==> src/rtl/joypad_pkg.sv <==
// Shared constants and helpers for the NES standard-controller ports at $4016/$4017.
package joypad_pkg;

    localparam int BTN_A      = 0;
    localparam int BTN_B      = 1;
    localparam int BTN_SELECT = 2;
    localparam int BTN_START  = 3;
    localparam int BTN_UP     = 4;
    localparam int BTN_DOWN   = 5;
    localparam int BTN_LEFT   = 6;
    localparam int BTN_RIGHT  = 7;

    localparam logic [15:0] JOY1_ADDR = 16'h4016;
    localparam logic [15:0] JOY2_ADDR = 16'h4017;

    // Idle shift value: all ones, so an unstrobed or exhausted port reads back 1.
    localparam logic [7:0] SHIFT_RESET = 8'hFF;

    // Bit 0 of the open-bus constant is forced low so the serial bit always owns D0.
    function automatic logic [7:0] read_byte(input logic [7:0] open_hi, input logic serial_bit);
        return (open_hi & 8'hFE) | {7'b0, serial_bit};
    endfunction

endpackage

==> src/rtl/joypad_if.sv <==
// CPU-side bus bundle between the data-bus mux / address decode and the joypad ports.
interface joypad_if;

    logic       CPU_CE;
    logic       CPU_WR;
    logic [7:0] CPU_DO;
    logic       CONTROL1_EN;
    logic       CONTROL2_EN;
    logic [7:0] CONTROL1;
    logic [7:0] CONTROL2;

    modport master (
        output CPU_CE,
        output CPU_WR,
        output CPU_DO,
        output CONTROL1_EN,
        output CONTROL2_EN,
        input  CONTROL1,
        input  CONTROL2
    );

    modport slave (
        input  CPU_CE,
        input  CPU_WR,
        input  CPU_DO,
        input  CONTROL1_EN,
        input  CONTROL2_EN,
        output CONTROL1,
        output CONTROL2
    );

endinterface

==> src/rtl/joypad_shift.sv <==
// One controller port: button synchroniser, 8-bit 1-filling shift register, read-byte OR.
module joypad_shift
    import joypad_pkg::*;
#(
    parameter logic [7:0] OPEN_BUS_HI = 8'h40,
    parameter int         SYNC_STAGES = 2
) (
    input  logic       Clk,
    input  logic       Reset,
    input  logic       strobe,
    input  logic       read_evt,
    input  logic [7:0] buttons,
    output logic [7:0] q
);

    logic [7:0] sync_p [SYNC_STAGES];
    logic [7:0] btn_sync;
    logic [7:0] shift;

    // Stage boundary: asynchronous buttons into the synchroniser chain.
    always_ff @(posedge Clk) begin
        if (Reset) begin
            for (int i = 0; i < SYNC_STAGES; i++) begin
                sync_p[i] <= '0;
            end
        end else begin
            sync_p[0] <= buttons;
            for (int i = 1; i < SYNC_STAGES; i++) begin
                sync_p[i] <= sync_p[i-1];
            end
        end
    end

    assign btn_sync = sync_p[SYNC_STAGES-1];

    // Stage boundary: synchronised buttons into the shift register.
    // Strobe outranks reads, so a read while strobed returns live A without shifting.
    always_ff @(posedge Clk) begin
        if (Reset) begin
            shift <= SHIFT_RESET;
        end else if (strobe) begin
            shift <= btn_sync;
        end else if (read_evt) begin
            shift <= {1'b1, shift[7:1]};
        end
    end

    assign q = read_byte(OPEN_BUS_HI, shift[0]);

endmodule

==> src/rtl/joypad_ports.sv <==
// NES $4016/$4017 controller ports: strobe latch, bus event decode, two serial shifters.
module joypad_ports
    import joypad_pkg::*;
#(
    parameter logic [7:0] OPEN_BUS_HI = 8'h40,
    parameter int         SYNC_STAGES = 2
) (
    input  logic        Clk,
    input  logic        Reset,
    joypad_if.slave     bus,
    input  logic [7:0]  BUTTONS1,
    input  logic [7:0]  BUTTONS2
);

    logic strobe;
    logic write_evt;
    logic read_evt1;
    logic read_evt2;
    logic unused_do_hi;

    // Only the CPU_CE clock of a bus cycle acts; $4017 writes belong to the APU.
    assign write_evt = bus.CPU_CE & ~bus.CPU_WR & bus.CONTROL1_EN;
    assign read_evt1 = bus.CPU_CE &  bus.CPU_WR & bus.CONTROL1_EN;
    assign read_evt2 = bus.CPU_CE &  bus.CPU_WR & bus.CONTROL2_EN;

    assign unused_do_hi = ^bus.CPU_DO[7:1];

    // The old strobe value governs the clearing write's own clock, so it still reloads once.
    always_ff @(posedge Clk) begin
        if (Reset) begin
            strobe <= 1'b0;
        end else if (write_evt) begin
            strobe <= bus.CPU_DO[0];
        end
    end

    joypad_shift #(
        .OPEN_BUS_HI (OPEN_BUS_HI),
        .SYNC_STAGES (SYNC_STAGES)
    ) u_port1 (
        .Clk      (Clk),
        .Reset    (Reset),
        .strobe   (strobe),
        .read_evt (read_evt1),
        .buttons  (BUTTONS1),
        .q        (bus.CONTROL1)
    );

    joypad_shift #(
        .OPEN_BUS_HI (OPEN_BUS_HI),
        .SYNC_STAGES (SYNC_STAGES)
    ) u_port2 (
        .Clk      (Clk),
        .Reset    (Reset),
        .strobe   (strobe),
        .read_evt (read_evt2),
        .buttons  (BUTTONS2),
        .q        (bus.CONTROL2)
    );

endmodule

==> src/flat_wrapper.sv <==
// flat-port wrapper written by rule: the top's interface ports become plain ports
module joypad_ports_flat import joypad_pkg::*;
#(
    parameter logic [7:0] OPEN_BUS_HI = 8'h40,
    parameter int         SYNC_STAGES = 2
)
  (Clk, Reset, BUTTONS1, BUTTONS2, bus_CPU_CE, bus_CPU_WR, bus_CPU_DO, bus_CONTROL1_EN, bus_CONTROL2_EN, bus_CONTROL1, bus_CONTROL2);
  joypad_if bus_i ();
  input  logic Clk;
  input  logic Reset;
  input  logic [7:0] BUTTONS1;
  input  logic [7:0] BUTTONS2;
  input wire logic [$bits(bus_i.CPU_CE)-1:0] bus_CPU_CE;
  input wire logic [$bits(bus_i.CPU_WR)-1:0] bus_CPU_WR;
  input wire logic [$bits(bus_i.CPU_DO)-1:0] bus_CPU_DO;
  input wire logic [$bits(bus_i.CONTROL1_EN)-1:0] bus_CONTROL1_EN;
  input wire logic [$bits(bus_i.CONTROL2_EN)-1:0] bus_CONTROL2_EN;
  output wire logic [$bits(bus_i.CONTROL1)-1:0] bus_CONTROL1;
  output wire logic [$bits(bus_i.CONTROL2)-1:0] bus_CONTROL2;
  assign bus_i.CPU_CE = bus_CPU_CE;
  assign bus_i.CPU_WR = bus_CPU_WR;
  assign bus_i.CPU_DO = bus_CPU_DO;
  assign bus_i.CONTROL1_EN = bus_CONTROL1_EN;
  assign bus_i.CONTROL2_EN = bus_CONTROL2_EN;
  assign bus_CONTROL1 = bus_i.CONTROL1;
  assign bus_CONTROL2 = bus_i.CONTROL2;
  joypad_ports #(.OPEN_BUS_HI(OPEN_BUS_HI), .SYNC_STAGES(SYNC_STAGES)) u_core (.Clk(Clk), .Reset(Reset), .bus(bus_i), .BUTTONS1(BUTTONS1), .BUTTONS2(BUTTONS2));
endmodule
==> config.mk <==
export PLATFORM = sky130hd
export DESIGN_NAME = joypad_ports_flat
export DESIGN_NICKNAME = d
export VERILOG_FILES = /design/src/rtl/joypad_pkg.sv /design/src/rtl/joypad_if.sv /design/src/rtl/joypad_shift.sv /design/src/rtl/joypad_ports.sv /design/src/flat_wrapper.sv
export SDC_FILE = /design/constraint.sdc
export NUM_CORES = 1
export LEC_CHECK = 0
export ABC_AREA = 1
export ABC_CLOCK_PERIOD_IN_PS = 1300
export CAP_MARGIN = 20
export CORE_ASPECT_RATIO = 2
export CORE_MARGIN = 2
export CORE_UTILIZATION = 48
export CTS_CLUSTER_SIZE = 12
export DETAILED_ROUTE_END_ITERATION = 10
export PLACE_DENSITY_LB_ADDON = 0.15
export RECOVER_POWER = 25
export SLEW_MARGIN = 25
export SYNTH_ARGS = -nofsm -noshare
export SYNTH_HDL_FRONTEND = slang
export SYNTH_SLANG_ARGS = --single-unit
==> constraint.sdc <==
create_clock -name Clk -period 1.3 [get_ports Clk]
set_clock_uncertainty 0.2 [all_clocks]
set_input_delay 0.195 -clock Clk [delete_from_list [all_inputs] [get_ports Clk]]
set_output_delay 0.195 -clock Clk [all_outputs]
set_load 0.03 [all_outputs]
Word-level counts from Yosys, hierarchy flattened:

Memory sizes are Yosys's and may differ from the RTL's.
Cells that the tools add are included.

* bits of input ports: 30
* output and inout port bits: 16
* logic and storage cells: 28
* RAM bits: 32
* memories kept: 2
* flip-flop bits (word level): 17

* reduce and logical (&&, ||, !) cells: 2
* multiplexer cells: 11
* bitwise gates (word level): 10

Memory list
* u_core.u_port1.sync_p: words 2, bits a word 8, read ports 2, clocked after memory_dff 0, wr ports 2, RTL line joypad_shift.sv:16 `logic [7:0] sync_p [SYNC_STAGES];`
* u_core.u_port2.sync_p: words 2, bits a word 8, read ports 2, clocked after memory_dff 0, wr ports 2, RTL line joypad_shift.sv:16

Operators by type and width (count)
* $mux 8: 8
* $and 1x1->1: 5
* $or 1x1->1: 4
* $reduce_bool 2->1: 2
* $mux 1: 3
* $not 1->1: 1

Depth between registers and ports, before layout:

Gate-level depths: netlist of the first run.

* depth after elaboration: 4
* gate-level depth with buffers: 5

Modules after synthesis:

A second synthesis of the first run with hierarchy kept.

* cell total of the unflattened synthesis: 247
* area, all modules: 1915.6 um^2

By module, submodules not included
* joypad_shift: instances 2, area each 922.1 um^2, cells each 118, sequential area each 480.5 um^2
* joypad_ports: instances 1, area each 71.3 um^2, cells each 11, sequential area each 20.0 um^2

Least setup slack after synthesis of the first run:

No wires, ideal clock.

* path type: register to register
* start point: reg u_core.strobe
* end point: reg u_core.u_port1.shift[0]
* period minus slack after synthesis: 1.064 ns
* stages on the path, launching flop included: 5
* library setup time: 0.121 ns
* setup slack: 0.236 ns
* arrival: 0.743 ns
* cell sequence: dfxtp_1 -> buf_6 -> buf_6 -> a21oi_1 -> nand3_1

* cells in the longest elaborated chain, start to end: 1
* elaborated cells between the ends (all ways): 2
* those cells by class: mux (1); reduce/logical (1)

RTL lines
* from (decl): RTL line joypad_ports.sv:15 `logic strobe;`
* from (signal assigned): RTL line joypad_ports.sv:33 `strobe <= bus.CPU_DO[0];`
* $mux 8 / $reduce_bool 2->1 (equally long branches)
* to (signal assigned): RTL line joypad_shift.sv:42 `shift <= btn_sync;`
* to (signal assigned): RTL line joypad_shift.sv:44 `shift <= {1'b1, shift[7:1]};`
* to (decl): RTL line joypad_shift.sv:18 `logic [7:0] shift;`

Parallel ways exist; a longest one is shown, timed or not.
A chain may end at the register's enable or synchronous reset.

Final worst setup path of the first run:

* start point: in bus_CPU_CE
* end point: reg u_core.u_port1.shift[3]

* cells in the longest elaborated chain, start to end: 3

RTL lines
* from (decl): RTL line flat_wrapper.sv:13 `input wire logic [$bits(bus_i.CPU_CE)-1:0] bus_CPU_CE;`
* $and 1x1->1 (2 in series): RTL line joypad_ports.sv:23 `assign read_evt1 = bus.CPU_CE & bus.CPU_WR & bus.CONTROL1_EN;`
* $reduce_bool 2->1 (no source line)

Every way passes these cells.

==> results of run 1 <==
## cell type report
type | count | area [µm²]
Multi-Input combinational cell | 133 | 571
Inverter | 51 | 194
Sequential cell | 49 | 981
Fill cell | 382 | 1630
Tap cell | 51 | 63.8
Timing Repair Buffer | 29 | 285
Clock buffer | 8 | 80.1
## logic make-up (layout without fill, tap and decap cells)
logic type,Yosys count,in the layout,share of synthesized area [%]
buf+inv,76,88,20.2
other cells,2,14,0.398
compound gates,14,14,3.71
simple gates,105,105,23.7
flops,49,49,52.0
## through the flow
step	cells	setup TNS [ps]	utilization (%)	power (mW)	hold slack [ps]
after global routing	321	0	57.2	2.95	199
after floorplan	258	0	-	1.95	102
after detailed placement	313	-3870	55.1	2.02	192
after CTS	321	0	57.2	2.85	195
final	321	0	57.2	2.81	193
after global placement	313	-3410	55.1	2.01	189
## Yosys cell counts
| master | count |
|---|---|
| or2_0 | 2 |
| nand3_1 | 29 |
| conb_1 | 2 |
| inv_1 | 48 |
| buf_4 | 17 |
| nand2_1 | 22 |
| nand3_2 | 2 |
| buf_6 | 3 |
| inv_2 | 1 |
| buf_2 | 5 |
| a21oi_1 | 14 |
| clkinv_2 | 2 |
| dfxtp_1 | 49 |
| nor2_1 | 50 |
## flip-flops by register name, indices dropped and copies added, names as in the netlist
signal / count
u_core.u_port2.shift: 8
u_core.u_port2.sync_p: 16
u_core.u_port1.shift: 8
u_core.u_port1.sync_p: 16
u_core.strobe: 1
## worst paths after layout
kind | start | endpoint | slack [ps] | depth (start not counted)
min reg2reg | u_core.u_port1.sync_p[0][4] | u_core.u_port1.sync_p[0][12] | 190 | 2
min | u_core.u_port1.sync_p[0][4] | u_core.u_port1.sync_p[0][12] | 190 | 2
max reg2reg | u_core.strobe | u_core.u_port1.shift[7] | 140 | 4
max | bus_CPU_CE | u_core.u_port1.shift[3] | 90 | 5
## critical path: stages
cell	delay [ps]
clkdlybuf4s50_1	530
nand3_2	210
clkinv_2	150
nand2_1	70
nand3_1	80
## report_power, final
group,internal [mW],leakage [nW],switching [mW]
clock,0.383,0.0395,0.444
combinational,0.154,0.697,0.208
sequential,1.59,0.405,0.0313
total,2.13,1.14,0.683
## layer usage
layer | up-vias | share of wire (%) | track usage, %
met2 | 33 | 51 | 22.8
met4 | 0 | 2.6 | 10.0
met1 | 608 | 42 | 13.5
li1 | 739 | - | -
met3 | 4 | 4.1 | 2.74
met5 | - | 0 | 0
==> summary.md, run 1 <==
| Metric | Value |
|---|---|
| Status | finished clean |
| Antenna violations before repair | 0 |
| Peak VDD IR | 886 µV |
| Router iterations before antenna repair | 4 |
| Drt wl/cell | roughly 8.3 µm |
| Post-CTS Setup Bufs | 0 |
| Reg clk slew, reported paths | 80 ps |
| Crit path kind | in -> reg |
| Share of post-route cells with drive strength above 1 | 6.30% |
| Number of global-route vias before repair | 1140 |
| Period utilisation layout | 92.8% |
| Die width | 48.3 µm |
| Min cycle time layout | 1210 ps |
| Avg Synthesized Cell Area | 7.67 µm² |
| CORE AREA | 0.00380 mm² |
| WL final | 2660 µm |
| Routability cong. | 0.749 |
| Via count | ~1400 |
| Post-cts hold buffer count | 0 |
| Commonest non-fill, non-tap cell in the layout | nor2_1 |
| Seq/Total Area, Yosys | 52.0% |
| CP Capture Type | flip-flop |
| Mapped Area | 0.00189 mm² |
| Maximum root-to-sink buffer count | 2 |
| Initial Utilization | about half |
| Commonest non-fill, non-tap cells in the layout | 50 x nor2_1, 49 x dfxtp_1, 48 x inv_1, 29 x nand3_1 |
| Pwr dens | 1290 mW/mm² |
| Final setup violation count | 0 |
| Via-to-Cell Ratio | between 4 and 5 |
| Initial DRC count | 13 |
| Root buffer cell | clkbuf_8 |
| Clk sink count | 49 |
| Post-placement setup slack | -233 ps |
| GRT Overall Usage | 13.1% |
| Synth top area cells | dfxtp_1 52%, nor2_1 9.9%, inv_1 9.5%, nand3_1 7.7%, buf_4 6.8% |
| HP Class | reg -> reg |
| Fin area | 0.00217 mm² |
| Unrepaired setup endpoints after global routing | false |
| Area growth syn-to-layout | 15.3% |
| HPWL after DPL | 1850 µm |
| Worst path arrival time | 1240 ps |
| Cell variety after synth | 14 |
| I/O pin count | 46 |
| DRT antenna net count | 0 |
| CP Launch Type | primary input |
| Pin count of the biggest net entering global routing | 34 |
| Fin. max-slew vios | 0 |
| Final worst slack | 93.6 ps |
| CTS H-tree depth | 2 |
| Grt total ovfl | 0 |
| Area leader, netlist | dfxtp_1 |
| Residual DRC | 0 |
| DIE HEIGHT | 92.7 µm |
| Max Fanout on Critical Path | 9 |
| CTS Buf Count | 5 |
| Post-Place Cell Area | 0.00209 mm² |
| Synth Instances | 246 |
| Skew-Pair Late Insertion Delay | 290 ps |
| Yosys warnings | 0 |
| FF+latch count, synth | 49 |
| N_diodes | 0 |
| Final net count | 299 |
| Final Hold Fails | 0 |
| Die area | 0.00448 mm² |
| Top cell type's share of synthesized area | between 50% and 60% |
| Max frequency | 0.829 GHz |
| # rows | 32 |
| MaxCap Viol Count | 0 |
| First-pass GRT wire length | 4600 µm |
| Input/output buffers | 24 |
| Post-CTS Resized | 0 |
| CP required | between 1000 and 1500 ps |
| Leak pwr | 1.14 nW |
| CTS tree | built |
(Power assumes the default switching activity.)
==> run 2: changes to the inputs <==
--- a/config.mk
+++ b/config.mk
@@ -6,16 +6,15 @@
 export NUM_CORES = 1
 export LEC_CHECK = 0
 export ABC_AREA = 1
-export ABC_CLOCK_PERIOD_IN_PS = 1300
 export CAP_MARGIN = 20
 export CORE_ASPECT_RATIO = 2
 export CORE_MARGIN = 2
-export CORE_UTILIZATION = 48
+export CORE_UTILIZATION = 40
 export CTS_CLUSTER_SIZE = 12
 export DETAILED_ROUTE_END_ITERATION = 10
 export PLACE_DENSITY_LB_ADDON = 0.15
 export RECOVER_POWER = 25
-export SLEW_MARGIN = 25
+export SLEW_MARGIN = 20
 export SYNTH_ARGS = -nofsm -noshare
 export SYNTH_HDL_FRONTEND = slang
 export SYNTH_SLANG_ARGS = --single-unit
==> summary.md, run 2 (synthesized netlist as in run 1, its figures left out) <==
| Metric | Value |
|---|---|
| Leak pwr | 1.15 nW (+0.72%) |
| Met3 Usage GRT | 2.65% (-0.087 points) |
| Routability cong. | 0.726 (-3.0%) |
| R2r startpoint | u_core.strobe |
| Die area | 0.00532 mm² (+19%) |
| Multi-input logic area | 578 µm² (+1.3%) |
| Commonest non-fill, non-tap cells in the layout | 50 x nor2_1, 49 x dfxtp_1, 48 x inv_1, 29 x nand3_1, 22 x nand2_1 |
| Register area | 981 µm² (unchanged) |
| Skew-Pair Late Insertion Delay | 300 ps (about the same) |
| Pin count of the biggest net entering global routing | 50 (+47%) |
| Crit path kind | in -> reg |
| Initial DRC count | 6 (-7) |
| Final net count | 296 (-1.0%) |
| Commonest non-fill, non-tap cell in the layout | nor2_1 |
| Filler cell count | 460 (+20%) |
| Post-placement setup slack | -240 ps (-7.64 ps) |
| Share of post-route cells with drive strength above 1 | 6.37% (+0.071 points) |
| GRT Overall Usage | 12.2% (-0.93 points) |
| Met1 Usage GRT | 12.0% (-1.4 points) |
| Final setup violation count | 0 (unchanged) |
| HP Start | u_core.u_port1.sync_p[0][6] |
| WL final | 2730 µm (+2.4%) |
| Router iterations before antenna repair | 4 (unchanged) |
| CP delay by family, top | buffers and inverters |
| Max Fanout on Critical Path | 49 (+40) |
| Crit path cell chain | dlygate4sd3_1 > buf_12 > a21oi_1 > nand3_1 |
| Max frequency | 0.806 GHz (-2.7%) |
| # rows | 35 (+9.4%) |
| Die width | 52.6 µm (+8.8%) |
| Biggest regs | u_core.u_port1.sync_p: 16 flops, u_core.u_port2.sync_p: 16 flops |
| Critical path origin | Reset |
| Residual DRC | 0 (unchanged) |
| Met2 Use GR | 21.0% (-1.8 points) |
| DRT antenna net count | 0 (unchanged) |
| Unrepaired setup endpoints after global routing | false |
| Fin. max-slew vios | 0 (unchanged) |
| CTS H-tree depth | 2 (unchanged) |
| CP required | 1290 ps (-50 ps) |
| Final Hold Fails | 0 (unchanged) |
| Area growth syn-to-layout | 17.6% |
| Status | finished clean |
| Reg clk slew, reported paths | 90 ps (about the same) |
| Grt total ovfl | 0 (unchanged) |
| HPWL after DPL | 1840 µm (-0.43%) |
| CTS Buf Count | 5 (unchanged) |
| Via-to-Cell Ratio | 4.21 (-2.3%) |
| Number of global-route vias before repair | 1203 (+5.5%) |
| CTS tree | built |
| HP Class | reg -> reg |
| Final core utilization | 48.7% (-8.4 points) |
| Maximum root-to-sink buffer count | 2 (unchanged) |
| N_diodes | 0 (unchanged) |
| Via count | 1356 (-2.0%) |
| Peak VDD IR | 1060 µV (+20%) |
| CP Capture Type | flip-flop |
| Final hold slack | 194 ps (+1.11 ps) |
| Final worst slack | 59.8 ps (-33.7 ps) |
| Critical path's slowest cell | dlygate4sd3_1 |
| CP Launch Type | primary input |
| CORE AREA | 0.00455 mm² (+20%) |
| Post-Place Cell Area | 0.00209 mm² (-0.24%) |
| Buf/Inv on CP | 2 (unchanged) |
| Fin area | 0.00222 mm² (+2.1%) |
| Setup_tns | 0 ps (unchanged) |
| Period utilisation layout | 95.4% (+2.6 points) |
| Root buffer cell | clkbuf_8 |
| Input/output buffers | 24 (unchanged) |
| Clk sink count | 49 (unchanged) |
| Min cycle time layout | 1240 ps (+33.7 ps) |
| DIE HEIGHT | 101 µm (+9.1%) |
| MaxCap Viol Count | 0 (unchanged) |
| I/O pin count | 46 (unchanged) |
| Pwr dens | 1390 mW/mm² (+7.6%) |
| Largest stage delay, worst path | 570 ps (+40 ps) |
| Grt peak-use layer | met2 |
| Antenna violations before repair | 0 (unchanged) |
| Drt wl/cell | 8.46 µm (+2.0%) |
| First-pass GRT wire length | 4740 µm (+3.0%) |
| Initial Utilization | 41.4% (-8.2 points) |
| Worst path arrival time | 1230 ps (about the same) |
-- run 2: cell count changes in the layout (fill, tap and decap cells not counted) --
cell,before,now
bufinv_16,0,1
inv_4,0,1
clkdlybuf4s50_1,22,21
dlygate4sd3_1,0,1
buf_12,1,2
buf_4,6,2
clkbuf_1,3,0
nand3_2,2,1
nand3_4,0,1
clkbuf_8,5,6
clkinvlp_4,0,1
inv_2,1,0
-- run 2: worst register-to-register path, cell delays in order, from the launching register on --
cell     delay, ps
dfxtp_1        420
inv_4          120
or2_0          220
nand2_1         70
nand2_1         40
-- run 2: cell type report --
cell class / count / area share, %
Timing Repair Buffer: 26 / 12.4
Clock buffer: 6 / 3.72
Multi-Input combinational cell: 133 / 26.0
Clock inverter: 2 / 1.69
Sequential cell: 49 / 44.2
Tap cell: 55 / 3.10
Inverter: 51 / 8.85
-- run 2: final timing paths --
kind	to	slack, ps	cells after the start
max reg2reg	u_core.u_port2.shift[7]	130	4
min reg2reg	u_core.u_port1.sync_p[0][14]	190	2
max	u_core.u_port2.shift[6]	60	4
min	u_core.u_port1.sync_p[0][14]	190	2
-- run 2: routing by layer --
metal / share of wire, % / wire [µm] / up-vias
li1: - / - / 732
met4: 3.6 / 97 / 0
met3: 5.4 / 146 / 6
met1: 41 / 1130 / 579
met5: 0 / 0 / -
met2: 50 / 1350 / 39
-- run 2: report_power, final --
part           internal, mW  switching, mW  total [mW]
Clock                 0.625          0.474        1.10
Combinational         0.153          0.210       0.363
Sequential             1.59         0.0326        1.62
-- run 2: timing repair --
action                                  4_1_cts  5_1_grt
gates resized for setup                       0        3
hold buffers                                  0        0
endpoints found under the setup margin        0        4
setup buffers                                 0        0
-- run 2: through the flow --
step | power, mW | std cells
6_report | 3.08 | 322
5_1_grt | 3.24 | 322
4_1_cts | 3.14 | 322
3_5_place_dp | 2.02 | 314
3_3_place_gp | 2.02 | 314
2_1_floorplan | 1.95 | 258
==> run 3: changes to the inputs <==
--- a/config.mk
+++ b/config.mk
@@ -18,3 +18,4 @@
 export SYNTH_ARGS = -nofsm -noshare
 export SYNTH_HDL_FRONTEND = slang
 export SYNTH_SLANG_ARGS = --single-unit
+export TNS_END_PERCENT = 1
==> constraint.sdc (replaced) <==
create_clock -name Clk -period 1.1 [get_ports Clk]
set_clock_uncertainty 0.2 [all_clocks]
set_input_delay 0.165 -clock Clk [delete_from_list [all_inputs] [get_ports Clk]]
set_output_delay 0.165 -clock Clk [all_outputs]
set_load 0.03 [all_outputs]
==> summary.md, run 3 (synthesized netlist as in run 1, its figures left out) <==
| Metric | Value |
|---|---|
| CTS Buf Count | 5 (unchanged) |
| Pin count of the biggest net entering global routing | 36 (-28%) |
| Pwr dens | 1500 mW/mm² (+8.3%) |
| First-pass GRT wire length | 4980 µm (+5.1%) |
| WL final | 2740 µm (+0.59%) |
| Overall power | 3.40 mW (+10%) |
| Largest stage delay, worst path | 350 ps (-220 ps) |
| Final Hold Fails | 0 (unchanged) |
| Clk sink count | 49 (unchanged) |
| Antenna violations before repair | 0 (unchanged) |
| Reg clk slew, reported paths | 80 ps (about the same) |
| Grt total ovfl | 0 (unchanged) |
| Router iterations before antenna repair | 3 (-1) |
| Min cycle time layout | 1130 ps |
| CP delay by family, top | flip-flops |
| DRT antenna net count | 0 (unchanged) |
| Final net count | 303 (+2.4%) |
| Peak VDD IR | 855 µV (-19%) |
| Post-cts hold buffer count | 0 (unchanged) |
| Reg2reg end | u_core.u_port2.shift[7] |
| Crit path kind | reg -> out |
| HP Start | Reset |
| CP required | 730 ps (-560 ps) |
| Initial Utilization | 41.4% (unchanged) |
| Max frequency | around 0.89 GHz |
| Drt wl/cell | 8.36 µm (-1.3%) |
| Critical path's slowest cell | dfxtp_2 |
| HP Class | in -> reg |
| FF-to-FF path depth | 5 (+1) |
| CTS H-tree depth | 2 (unchanged) |
| Routability cong. | 0.716 (-1.3%) |
| Worst path arrival time | 760 ps (-470 ps) |
| Die area | 0.00532 mm² (unchanged) |
| Final core utilization | 49.7% (+0.93 points) |
| Setup_tns | -52.9 ps (-52.9 ps) |
| Critical path origin | u_core.u_port1.shift[0] |
| DIE HEIGHT | 101 µm (unchanged) |
| Residual DRC | 0 (unchanged) |
| Failing checks | negative setup slack |
| GRT Overall Usage | 12.4% (+0.27 points) |
| Status | finished, violations left |
| MaxCap Viol Count | 0 (unchanged) |
| Initial DRC count | 8 (+2) |
| Commonest non-fill, non-tap cells in the layout | 48 x inv_1, 48 x nor2_1, 46 x dfxtp_1, 29 x nand3_1, 22 x nand2_1 |
| Crit path cell chain | buf_6 |
| Die width | 52.6 µm (unchanged) |
| CTS tree | built |
| Skew-Pair Late Insertion Delay | 290 ps (about the same) |
| Biggest regs | u_core.u_port1.sync_p: 16 flops, u_core.u_port2.sync_p: 16 flops |
| Share of post-route cells with drive strength above 1 | 10.6% (+4.3 points) |
| CP Depth | 1 (-3) |
| Period utilisation layout | 103% |
| HPWL after DPL | 1830 µm (-0.28%) |
| Buf/Inv on CP | 1 (-1) |
| CORE AREA | 0.00455 mm² (unchanged) |
| N_diodes | 0 (unchanged) |
| Leak pwr | 1.18 nW (+2.3%) |
| Root buffer cell | clkbuf_8 |
| I/O pin count | 46 (unchanged) |
| # rows | 35 (unchanged) |
| Crit path to | bus_CONTROL1[0] |
| Number of global-route vias before repair | 1223 (+1.7%) |
| R2r startpoint | u_core.strobe |
| CP Launch Type | flip-flop |
| CP Capture Type | output port |
| Final setup violation count | 2 (+2) |
| Via-to-Cell Ratio | 4.18 (-0.74%) |
| Maximum root-to-sink buffer count | 2 (unchanged) |
| Max Fanout on Critical Path | 2 (-96%) |
| Area growth syn-to-layout | 19.9% |
| R2r setup slk | 30 ps (-100 ps) |
| Input/output buffers | 24 (unchanged) |
| Via count | 1371 (+1.1%) |
| Unrepaired setup endpoints after global routing | true |
| Final worst slack | -29.5 ps (-89.4 ps) |
| Fin. max-slew vios | 0 (unchanged) |
==> run 3: cell count changes in the layout (fill, tap and decap cells not counted), moves of 2 or more <==
| cell | change |
|---|---|
| clkdlybuf4s50_1 | -7 |
| dfxtp_1 | -3 |
| dfxtp_2 | +2 |
| buf_6 | +4 |
| dlygate4sd2_1 | +4 |
| nor2_1 | -2 |
| nor2_2 | +2 |
| dlygate4sd3_1 | +3 |
==> run 3: area by class of cell <==
cell class              count  area (µm²)
multi-input cells         134         604
repair buffers             32         315
clock inverters             1        7.51
inverters                  51         196
flip-flops and latches     49         987
well taps                  55        68.8
clock buffers               6        82.6
fillers                   467        2290
==> run 3: what timing repair did <==
| action | in CTS | in global routing |
|---|---|---|
| pin swaps | 1 | 0 |
| resized for setup | 14 | 4 |
| buffers inserted | 0 | 0 |
| setup endpoints to repair | 18 | 15 |
| gates cloned | 1 | 0 |
==> run 3: stage by stage <==
| stage | cells | setup WS [ps] | hold WS (ps) | area [µm²] |
|---|---|---|---|---|
| 2_1_floorplan | 258 | 35.9 | 72.0 | 1930 |
| 3_3_place_gp | 320 | -415 | 190 | 2130 |
| 3_5_place_dp | 320 | -405 | 192 | 2130 |
| 4_1_cts | 328 | -43.2 | 166 | 2270 |
| 5_1_grt | 328 | -63.1 | 142 | 2260 |
| 6_report | 328 | -29.5 | 114 | 2260 |
==> run 3: worst min-delay path by stage <==
stage,endpoint,cells past startpoint
3_5_place_dp,u_core.u_port2.sync_p[0][13],2
5_1_grt,u_core.u_port1.sync_p[0][5],3
3_3_place_gp,u_core.u_port1.sync_p[0][10],2
6_report,u_core.u_port1.sync_p[0][6],3
2_1_floorplan,u_core.u_port1.sync_p[0][0],2
4_1_cts,u_core.u_port2.sync_p[0][1],3
==> run 3: where the power goes <==
part,switching (mW),total [mW],internal [mW]
logic,0.257,0.447,0.190
clock network,0.542,1.04,0.497
registers,0.0393,1.92,1.88
==> run 3: per-layer routing <==
layer	track usage (%)	vias to the layer above	part of all wire (%)
li1	-	750	-
met1	13.4	581	44
met2	21.3	35	49
met3	2.65	5	4.1
met4	7.69	0	3.3
met5	0	-	0
==> edit 1 (flow settings as in run 3) <==
`SYNC_STAGES` is set to 2 in 3 places; all go to 1.
--- a/src/rtl/joypad_shift.sv
+++ b/src/rtl/joypad_shift.sv
@@ -5,3 +5,3 @@
     parameter logic [7:0] OPEN_BUS_HI = 8'h40,
-    parameter int         SYNC_STAGES = 2
+    parameter int         SYNC_STAGES = 1
 ) (
--- a/src/rtl/joypad_ports.sv
+++ b/src/rtl/joypad_ports.sv
@@ -5,3 +5,3 @@
     parameter logic [7:0] OPEN_BUS_HI = 8'h40,
-    parameter int         SYNC_STAGES = 2
+    parameter int         SYNC_STAGES = 1
 ) (
--- a/src/flat_wrapper.sv
+++ b/src/flat_wrapper.sv
@@ -4,3 +4,3 @@
     parameter logic [7:0] OPEN_BUS_HI = 8'h40,
-    parameter int         SYNC_STAGES = 2
+    parameter int         SYNC_STAGES = 1
 )
Formal check against the unedited RTL: not equivalent (Yosys sat finds a counterexample within 4 cycles, from zero or initial values and one cycle with Reset high).
==> edit 1 against run 3 <==
- largest cell class unchanged
- sequential cell count fell by 16
- the run still ends with negative setup slack left
- design area fell by 19%
- setup slack improved by 0.028 ns
- routed wire length fell by 7.3%
- count of clock-buffer cells in the layout rose by 1
- total power fell by 20%
- die area fell by 22%
- area after synthesis fell by 24%
==> edit 1: results <==
# TYPE chip_impl_metric gauge
chip_impl_metric{name="hold_vio_cnt_final",unit=""} 0
chip_impl_info{name="worst_setup_path_endpoint",value="bus_CONTROL2[0]"} 1
chip_impl_metric{name="p_int",unit="W"} 0.00203
chip_impl_metric{name="powerSeq",unit="W"} 0.00131
chip_impl_metric{name="global_route_total_usage_across_every_layer",unit="%"} 14.9
chip_impl_metric{name="fillCellCount",unit=""} 335
chip_impl_metric{name="globalplace.congestion",unit=""} 0.706
chip_impl_metric{name="layout-drive-gt1-share",unit="%"} 14.3
chip_impl_metric{name="vdd_ir_drop_max",unit="V"} 0.00112
chip_impl_metric{name="drt_first_iter_violations",unit=""} 15
chip_impl_metric{name="powerComb",unit="W"} 0.000437
chip_impl_metric{name="synth_area_in_compound_gates",unit="%"} 5.22
chip_impl_metric{name="hold_ws",unit="ns"} 0.197
chip_impl_metric{name="fin_ws",unit="ns"} -0.00199
chip_impl_metric{name="dp_worst_setup_slack",unit="ns"} -0.515
chip_impl_info{name="status",value="finished, violations left"} 1
chip_impl_metric{name="seq_area_frac_synth",unit="%"} 45.9
chip_impl_metric{name="grt_first_pass_wirelength",unit="mm"} 4.39
chip_impl_metric{name="power_density",unit="nW/um^2"} 1490
chip_impl_metric{name="regToRegSetupSlack",unit="ns"} 0.01
chip_impl_metric{name="post_synth_num_cell_types",unit=""} 16
chip_impl_metric{name="design.final.nets",unit=""} 253
chip_impl_info{name="synth.cells.most_frequent",value="33 x sky130_fd_sc_hd__dfxtp_1, 33 x sky130_fd_sc_hd__inv_1, 31 x sky130_fd_sc_hd__nor2_1"} 1
chip_impl_info{name="hold_start",value="BUTTONS2[6]"} 1
chip_impl_info{name="failing_checks",value="negative setup slack"} 1
chip_impl_metric{name="first_pass_detailed_route_iteration_total",unit=""} 4
chip_impl_metric{name="ff2ff_path_depth",unit=""} 6
chip_impl_metric{name="layout.core_utilization",unit="%"} 53.7
chip_impl_metric{name="dp.final_hpwl",unit="mm"} 1.76
chip_impl_metric{name="timing.final.setup_violations",unit=""} 2
chip_impl_info{name="r2r-end",value="u_core.u_port1.shift[6]"} 1
chip_impl_metric{name="cellLeakagePower",unit="nW"} 0.968
chip_impl_info{name="min_to",value="u_core.u_port2.sync_p[0][6]"} 1
chip_impl_info{name="ys_top_cells_by_area",value="sky130_fd_sc_hd__dfxtp_1 46%, sky130_fd_sc_hd__nand3_1 9.4%, sky130_fd_sc_hd__buf_4 8.9%"} 1
chip_impl_info{name="startpoint",value="u_core.u_port2.shift[0]"} 1
chip_impl_metric{name="drt-wirelength-per-cell",unit="um"} 9.35
chip_impl_metric{name="postPlaceCellArea",unit="um^2"} 1660
chip_impl_metric{name="synthesis.area_per_instance",unit="um^2"} 7.19
edit 1: cell type report:
cell class	instances	area share (%)
Clock buffer	7	5.25
Clock inverter	1	0.273
Inverter	34	7.50
Multi-Input combinational cell	120	30.3
Sequential cell	33	36.3
Tap cell	48	3.27
Timing Repair Buffer	29	17.0
edit 1: metal layers:
metal / GRT usage, % / up-vias / share of wire, %
met5: 0 / - / 0
met4: 9.35 / 0 / 3.2
met3: 4.29 / 7 / 5.1
met2: 25.9 / 32 / 51
met1: 14.5 / 515 / 40
li1: - / 614 / -
edit 1: what timing repair did:
item,in CTS,in global routing
gates resized for setup,14,13
pin swaps,1,2
gates cloned,0,0
endpoints found under the setup margin,18,17
hold endpoints to repair,0,0
buffers inserted,0,0
edit 1: cells by family (layout without fill, tap and decap cells):
| kind of cell | count (synthesis) | after routing |
|---|---|---|
| other cells | 2 | 14 |
| simple gates | 91 | 91 |
| compound gates | 15 | 15 |
| buf+inv | 59 | 71 |
| flops | 33 | 33 |
==> edit 2 (config.mk and constraints of run 3) <==
Made on the original files. Register the inputs `BUTTONS1` and `BUTTONS2` before use, without a reset. The logic sees them one clock later. The other inputs are not delayed to match.
--- a/src/rtl/joypad_ports.sv
+++ b/src/rtl/joypad_ports.sv
@@ -13,2 +13,10 @@
 );
+
+    logic [7:0] BUTTONS1_q;
+    logic [7:0] BUTTONS2_q;
+
+    always_ff @(posedge Clk) begin
+        BUTTONS1_q <= BUTTONS1;
+        BUTTONS2_q <= BUTTONS2;
+    end
 
@@ -44,3 +52,3 @@
         .read_evt (read_evt1),
-        .buttons  (BUTTONS1),
+        .buttons  (BUTTONS1_q),
         .q        (bus.CONTROL1)
@@ -56,3 +64,3 @@
         .read_evt (read_evt2),
-        .buttons  (BUTTONS2),
+        .buttons  (BUTTONS2_q),
         .q        (bus.CONTROL2)
Formal check against the unedited RTL: not equivalent (a bounded check fails within 4 cycles, from zero or initial values and one cycle with Reset high).
==> edit 2 against run 3 <==
- the flow still finishes with violations (negative setup slack)
- total power is 49% higher
- area after synthesis is 17% higher
- critical path depth stayed put
- utilization is 1.8 points higher
- setup slack worse by 0.018 ns
- routed wire length is 9.2% higher
- hold slack worse by 0.027 ns
- design area is 22% higher
- sequential cell count is 16 higher
- critical path type unchanged
- largest power group unchanged
==> edit 2: results <==
# TYPE chip_impl_metric gauge
chip_impl_metric{name="numPlacedInstances",unit=""} 341
chip_impl_metric{name="combinationalPowerShare",unit="%"} 9.1
chip_impl_metric{name="setup-tns-final",unit="ns"} -0.0914
chip_impl_metric{name="dp_worst_setup_slack",unit="ns"} -0.417
chip_impl_metric{name="design.final.nets",unit=""} 322
chip_impl_metric{name="grt_first_pass_wirelength",unit="mm"} 5.53
chip_impl_metric{name="dp.final_hpwl",unit="mm"} 2.01
chip_impl_info{name="hold_start",value="BUTTONS1[2]"} 1
chip_impl_metric{name="avgViaCountPerCell",unit=""} 4.12
chip_impl_info{name="status",value="finished, violations left"} 1
chip_impl_metric{name="htree_num_levels",unit=""} 3
chip_impl_metric{name="globalplace.congestion",unit=""} 0.708
chip_impl_metric{name="cellLeakagePower",unit="nW"} 1.39
chip_impl_metric{name="maximum_number_of_pins_on_one_net_before_global_route_repair",unit=""} 31
chip_impl_info{name="synth.cells.most_frequent",value="65 x sky130_fd_sc_hd__dfxtp_1, 50 x sky130_fd_sc_hd__nor2_1, 48 x sky130_fd_sc_hd__inv_1"} 1
chip_impl_metric{name="timing.critical_path.arrival",unit="ns"} 0.78
chip_impl_metric{name="first_pass_detailed_route_iteration_total",unit=""} 4
chip_impl_metric{name="fin_ws",unit="ns"} -0.0480
chip_impl_info{name="r2r-end",value="u_core.u_port1.shift[6]"} 1
chip_impl_metric{name="timing.hold.worst_path_depth",unit=""} 1
chip_impl_info{name="failing_checks",value="negative setup slack"} 1
chip_impl_metric{name="synthesis.area_per_instance",unit="um^2"} 8.42
chip_impl_metric{name="pwr-share-clk",unit="%"} 40.8
chip_impl_metric{name="clock_insertion_delay_worst_skew",unit="ns"} 0.32
chip_impl_metric{name="sw_frac_of_total",unit="%"} 21.6
chip_impl_metric{name="drt-wirelength-per-cell",unit="um"} 8.40
chip_impl_metric{name="global_route_total_usage_across_every_layer",unit="%"} 11.8
chip_impl_metric{name="timing.final.setup_violations",unit=""} 2
chip_impl_metric{name="regToRegSetupSlack",unit="ns"} 0.06
chip_impl_metric{name="ff2ff_path_depth",unit=""} 4
chip_impl_metric{name="layout-drive-gt1-share",unit="%"} 12.2
-- edit 2: changes by cell type after synthesis, sizes merged --
cell and delta:
dfxtp +16
-- edit 2: logic make-up (layout without fill, tap and decap cells) --
logic type / after synthesis / after routing / share of synthesized area [%]
AND/OR/NAND/NOR: 105 / 105 / 20.3
AO/OA/AOI/OAI: 14 / 14 / 3.17
other: 2 / 14 / 0.340
buffers and inverters: 76 / 98 / 17.2
flip-flops: 65 / 65 / 59.0
-- edit 2: final cells by class --
class / count / area (um^2)
clock buffers: 13 / 179
clock inverters: 2 / 35.0
fillers: 522 / 2610
inverters: 51 / 201
multi-input cells: 133 / 596
flip-flops and latches: 65 / 1310
well taps: 60 / 75.1
repair buffers: 32 / 370
-- edit 2: metal layers --
layer / global-route usage (%) / vias to the layer above / wire length, um
met5: 0 / - / 0
met4: 9.18 / 0 / 74
met3: 4.15 / 6 / 166
met2: 19.8 / 36 / 1520
met1: 11.6 / 613 / 1230
li1: - / 810 / -
